==> src/rtl/hex_display_sequencer.sv <==
// Loads a 16-bit value onto four active-low 7-segment digits. One shared decoder
// walks the digits MSB first. The block also does leading-zero blanking and a whole-display blink.
module hex_display_sequencer #(
  parameter int BLINK_DIV = 25_000_000
) (
  input  logic        clk,
  input  logic        reset,
  input  logic [15:0] value_in,
  input  logic        load,
  input  logic        blank_lz,
  input  logic        blink_en,
  output logic        ready,
  output logic        done,
  output logic [6:0]  hex0,
  output logic [6:0]  hex1,
  output logic [6:0]  hex2,
  output logic [6:0]  hex3
);

  localparam logic [0:0] ST_IDLE   = 1'b0;
  localparam logic [0:0] ST_UPDATE = 1'b1;

  localparam int              CNT_W   = $clog2(BLINK_DIV);
  localparam logic [CNT_W-1:0] CNT_MAX = CNT_W'(BLINK_DIV - 1);
  localparam logic [6:0]      SEG_OFF = 7'b1111111;

  logic [0:0]       state_q,     state_d;
  logic [15:0]      shadow_q,    shadow_d;
  logic             lz_mode_q,   lz_mode_d;
  logic [1:0]       idx_q,       idx_d;
  logic             seen_nz_q,   seen_nz_d;
  logic             done_q,      done_d;
  logic [3:0][6:0]  hex_reg_q,   hex_reg_d;
  logic [CNT_W-1:0] blink_cnt_q, blink_cnt_d;
  logic             phase_q,     phase_d;

  logic [3:0] nibble;
  logic [6:0] seg;
  logic       blank_all;

  // The single shared decoder is fed by whichever digit idx currently points at.
  assign nibble = shadow_q[{idx_q, 2'b00} +: 4];

  always_comb begin
    case (nibble)
      4'h0: seg = 7'b1000000;
      4'h1: seg = 7'b1111001;
      4'h2: seg = 7'b0100100;
      4'h3: seg = 7'b0110000;
      4'h4: seg = 7'b0011001;
      4'h5: seg = 7'b0010010;
      4'h6: seg = 7'b0000010;
      4'h7: seg = 7'b1111000;
      4'h8: seg = 7'b0000000;
      4'h9: seg = 7'b0010000;
      4'hA: seg = 7'b0001000;
      4'hB: seg = 7'b0000011;
      4'hC: seg = 7'b1000110;
      4'hD: seg = 7'b0100001;
      4'hE: seg = 7'b0000110;
      default: seg = 7'b0001110;
    endcase
  end

  always_comb begin
    // NOTE: every next-state signal takes its current value first, so no path
    // through this block leaves a signal unassigned and no latch is inferred.
    state_d   = state_q;
    shadow_d  = shadow_q;
    lz_mode_d = lz_mode_q;
    idx_d     = idx_q;
    seen_nz_d = seen_nz_q;
    hex_reg_d = hex_reg_q;
    done_d    = 1'b0;

    case (state_q)
      ST_IDLE: begin
        if (load) begin
          shadow_d  = value_in;
          lz_mode_d = blank_lz;
          idx_d     = 2'd3;
          seen_nz_d = 1'b0;
          state_d   = ST_UPDATE;
        end
      end
      default: begin
        // Digit 0 is never blanked, so an all-zero value still shows one "0".
        if (lz_mode_q && (nibble == 4'h0) && !seen_nz_q && (idx_q != 2'd0)) begin
          hex_reg_d[idx_q] = SEG_OFF;
        end else begin
          hex_reg_d[idx_q] = seg;
        end
        if (nibble != 4'h0) begin
          seen_nz_d = 1'b1;
        end
        if (idx_q == 2'd0) begin
          state_d = ST_IDLE;
          done_d  = 1'b1;
        end else begin
          idx_d = idx_q - 2'd1;
        end
      end
    endcase
  end

  always_comb begin
    blink_cnt_d = blink_cnt_q;
    phase_d     = phase_q;
    if (!blink_en) begin
      blink_cnt_d = '0;
      phase_d     = 1'b1;
    end else if (blink_cnt_q == CNT_MAX) begin
      blink_cnt_d = '0;
      phase_d     = ~phase_q;
    end else begin
      blink_cnt_d = blink_cnt_q + CNT_W'(1);
    end
  end

  // NOTE: state is updated only with non-blocking assignments. Every flop then
  // samples the values from before the edge, whatever order the statements run in.
  always_ff @(posedge clk or posedge reset) begin
    if (reset) begin
      state_q     <= ST_IDLE;
      shadow_q    <= '0;
      lz_mode_q   <= 1'b0;
      idx_q       <= 2'd3;
      seen_nz_q   <= 1'b0;
      done_q      <= 1'b0;
      // NOTE: the digit registers drive pins, so they are reset to a known
      // "off" pattern. They are flops, not a RAM, and can be reset freely.
      hex_reg_q   <= {4{SEG_OFF}};
      blink_cnt_q <= '0;
      phase_q     <= 1'b1;
    end else begin
      state_q     <= state_d;
      shadow_q    <= shadow_d;
      lz_mode_q   <= lz_mode_d;
      idx_q       <= idx_d;
      seen_nz_q   <= seen_nz_d;
      done_q      <= done_d;
      hex_reg_q   <= hex_reg_d;
      blink_cnt_q <= blink_cnt_d;
      phase_q     <= phase_d;
    end
  end

  // Blink gating acts only on the outputs and never touches the digit registers.
  assign blank_all = blink_en && !phase_q;
  assign ready     = (state_q == ST_IDLE);
  assign done      = done_q;
  assign hex0      = blank_all ? SEG_OFF : hex_reg_q[0];
  assign hex1      = blank_all ? SEG_OFF : hex_reg_q[1];
  assign hex2      = blank_all ? SEG_OFF : hex_reg_q[2];
  assign hex3      = blank_all ? SEG_OFF : hex_reg_q[3];

endmodule

==> config.mk <==
export PLATFORM = sky130hd
export DESIGN_NAME = hex_display_sequencer
export DESIGN_NICKNAME = d
export VERILOG_FILES = /design/src/rtl/hex_display_sequencer.sv
export SDC_FILE = /design/constraint.sdc
export NUM_CORES = 1
export LEC_CHECK = 0
export BUFFER_PORTS_ARGS = -buffer_cell sky130_fd_sc_hd__buf_2
export CAP_MARGIN = 20
export CORE_MARGIN = 2
export CORE_UTILIZATION = 53
export DETAILED_ROUTE_END_ITERATION = 10
export HOLD_SLACK_MARGIN = 0.03
export PLACE_DENSITY = 0.87
export REMOVE_ABC_BUFFERS = 1
export SLEW_MARGIN = 20
export SYNTH_ARGS = -nofsm -noshare
export SYNTH_HDL_FRONTEND = slang
export SYNTH_SLANG_ARGS = --single-unit
==> constraint.sdc <==
create_clock -name clk -period 2.7 [get_ports clk]
set_input_delay 0.81 -clock clk [delete_from_list [all_inputs] [get_ports clk]]
set_output_delay 0.81 -clock clk [all_outputs]
set_load 0.03 [all_outputs]
==> metrics <==
core area 7610 sq um; largest net degree at the start of global routing 54; Cell Pwr Density 1220 nW/um^2; Finished Layout Cells 558; sequential area share after synthesis 0.473; max-cap violations 0; Cell Area, Synth 4100 sq um; Yosys warning count 0; Post-Route WL 8470 microns; layout cell share with drive strength beyond 1 0.327; Peak VDD IR 0.511 mV; root buffer cell clkbuf_8; number of vias per cell 5.55; Initial Util 0.539; max_slew headroom 0.543; Die ar. 8460 sq um; initial antenna violation count 0; drt first pass iters 5; GP Congestion 1.01; total power 5.70 mW; CP endpoint kind flop; Async SR Flop Fraction 1.00; CP Class flop to flop; final worst path period share 0.940; vias in the first global route 3,028; Rows 32; Min-Delay Path Class flop to flop; dpl hpwl 6090 microns; Placed Cells 542; outcome finished clean; Post-Synthesis Cells 397; CTS tree done; initial DRC count 292; Tot GR Track Use 0.212; Slew @ Worst Pin 0.680 ns; Core Util, Final 0.614; Routed WL per cell 15.2 microns; critical path arrival 2.82 ns; I/O pin cnt 51; #FFs+latches synth 76; Syn Area/Cell 10.3 sq um; LEAKAGE 2.14 nW; Post-synth EDFFs 0; RSZ-0062 raised after global routing false; most common cell after layout, fill and taps aside buf_2; DRC 0; Clock Latency Late Sink 0.36 ns; Clock Skews 0.00860 ns; Antenna Nets Post-Route 0; CTS H-tree depth 3; Worst Hold Launch hex_reg_q[6]$_DFFE_PP1P_; global-route wire length before repair 14,300 microns; Final Hold Viols 0; Fmax achieved 394 MHz; Layout area overhead 13.8%; clock buffer depth 2; crit path from idx_q[0]$_DFFE_PP1P_; post-synth cell types 55; Overflow after GRT 0; Critical Path RT 2.99 ns; die width 92.0 microns; most frequent cells in the layout buf_2, dfrtp_1, nand2_1; port bufs 50; ANT cells 0; Startpoint Class flop; # hold bufs at CTS 0; TritonCTS buffer count 9; die height 92.0 microns; Vias 3,095; Final #Nets 484; clk slew on worst S/H paths 0.08 ns; Tmin final 2.54 ns; final-report setup violation count 0; Final Max Tran Viols 0; crit path max fanout 5; TritonCTS sink count 76; Synth Flop Type dfrtp_1; worst reg2reg startpoint idx_q[0]$_DFFE_PP1P_; Setup TNS 0 ns
## registers in the layout (all words and copies together) (netlist names)
signal       flops
done             1
state_q          1
phase_q          1
shadow_q        16
idx_q            2
lz_mode_q        1
seen_nz_q        1
hex_reg_q       28
blink_cnt_q     25
## logic make-up after synthesis
family,count (synthesis),synth area share
compound gates,52,0.0869
xor+xnor,24,0.0513
fa+ha+maj,12,0.0366
buf+inv,34,0.0372
flops,76,0.473
mux,34,0.105
simple gates,165,0.210
## cell usage after synthesis, types with 2 or more instances
| cell type | n | area, sq um |
|---|---|---|
| dfrtp_1 | 45 | 1130 |
| nand2_1 | 43 | 161 |
| nor2_1 | 37 | 139 |
| dfstp_2 | 31 | 815 |
| nand2b_1 | 31 | 194 |
| mux2_2 | 22 | 248 |
| inv_1 | 19 | 71.3 |
| o21ai_0 | 18 | 90.1 |
| xor2_1 | 17 | 149 |
| ha_1 | 12 | 150 |
| nand3_1 | 12 | 60.1 |
| nand4_1 | 8 | 50.1 |
| nor3_1 | 7 | 35.0 |
| xnor2_1 | 7 | 61.3 |
| a21oi_1 | 6 | 30.0 |
| clkbuf_1 | 6 | 22.5 |
| mux2i_1 | 6 | 60.1 |
| buf_2 | 5 | 25.0 |
| mux4_2 | 5 | 113 |
| o21ai_1 | 5 | 25.0 |
| nor4_1 | 4 | 25.0 |
| or3_1 | 4 | 25.0 |
| a31oi_1 | 3 | 18.8 |
| and2_4 | 3 | 26.3 |
| buf_4 | 3 | 22.5 |
| o21ai_2 | 3 | 26.3 |
| a2bb2oi_2 | 2 | 30.0 |
| and3_1 | 2 | 12.5 |
| and4_1 | 2 | 17.5 |
| nor2b_1 | 2 | 12.5 |
| o22ai_1 | 2 | 12.5 |
| o311ai_0 | 2 | 17.5 |
## critical path: stages, from the launching register on
cell and delay (ns):
dfstp_2 0.58, mux4_2 0.58, inv_2 0.12, ha_2 0.22
nand4bb_1 0.12, or3_1 0.44, o21ai_2 0.13, nor2_1 0.08
a211oi_2 0.20
## per-stage QoR
stage	setup WS [ns]	cell area, sq um	hold slack, ns
4_1_cts	0.0803	4660	0.459
2_1_floorplan	0.00298	4020	0.436
6_report	0.161	4670	0.459
5_1_grt	0.0370	4670	0.474
3_3_place_gp	0.195	4480	0.448
3_5_place_dp	0.0939	4480	0.448
## final cells by class
cell class                 count  area (sq um)
fill                         628          2940
timing repair buffer          58           335
multi-input combinational    287          2020
clock inverter                 5          26.3
inverter                      19          71.3
sequential                    76          1940
tap                          102           128
clock buffer                  11           151
## power breakdown
group / switching, mW / leakage (nW) / internal, mW
sequential: 0.288 / 0.905 / 1.61
combinational: 1.82 / 1.14 / 1.19
clock: 0.414 / 0.0925 / 0.376
## layer usage
metal / up-vias / wire (microns) / GRT usage
li1: 1481 / - / -
met1: 1494 / 3810 / 0.287
met2: 106 / 4080 / 0.341
met3: 14 / 457 / 0.0427
met4: 0 / 132 / 0.0771
met5: - / 0 / 0
## final timing paths
| path | endpoint | slack [ns] | cells past startpoint |
|---|---|---|---|
| max | hex_reg_q[19]$_DFFE_PP1P_ | 0.16 | 8 |
| min | hex_reg_q[6]$_DFFE_PP1P_ | 0.46 | 2 |
| max reg2reg | hex_reg_q[19]$_DFFE_PP1P_ | 0.16 | 8 |
| min reg2reg | hex_reg_q[6]$_DFFE_PP1P_ | 0.46 | 2 |
| max in group asynchronous | hex_reg_q[10]$_DFFE_PP1P_ | 1.52 | 3 |
| min in group asynchronous | shadow_q[9]$_DFFE_PP0P_ | 0.48 | 2 |
## repair_timing
item,in CTS,in global routing
endpoints found under the setup margin,0,11
resized for setup,0,3
endpoints found under the hold margin,0,0
setup buffers,0,0
(Power assumes the default switching activity.)
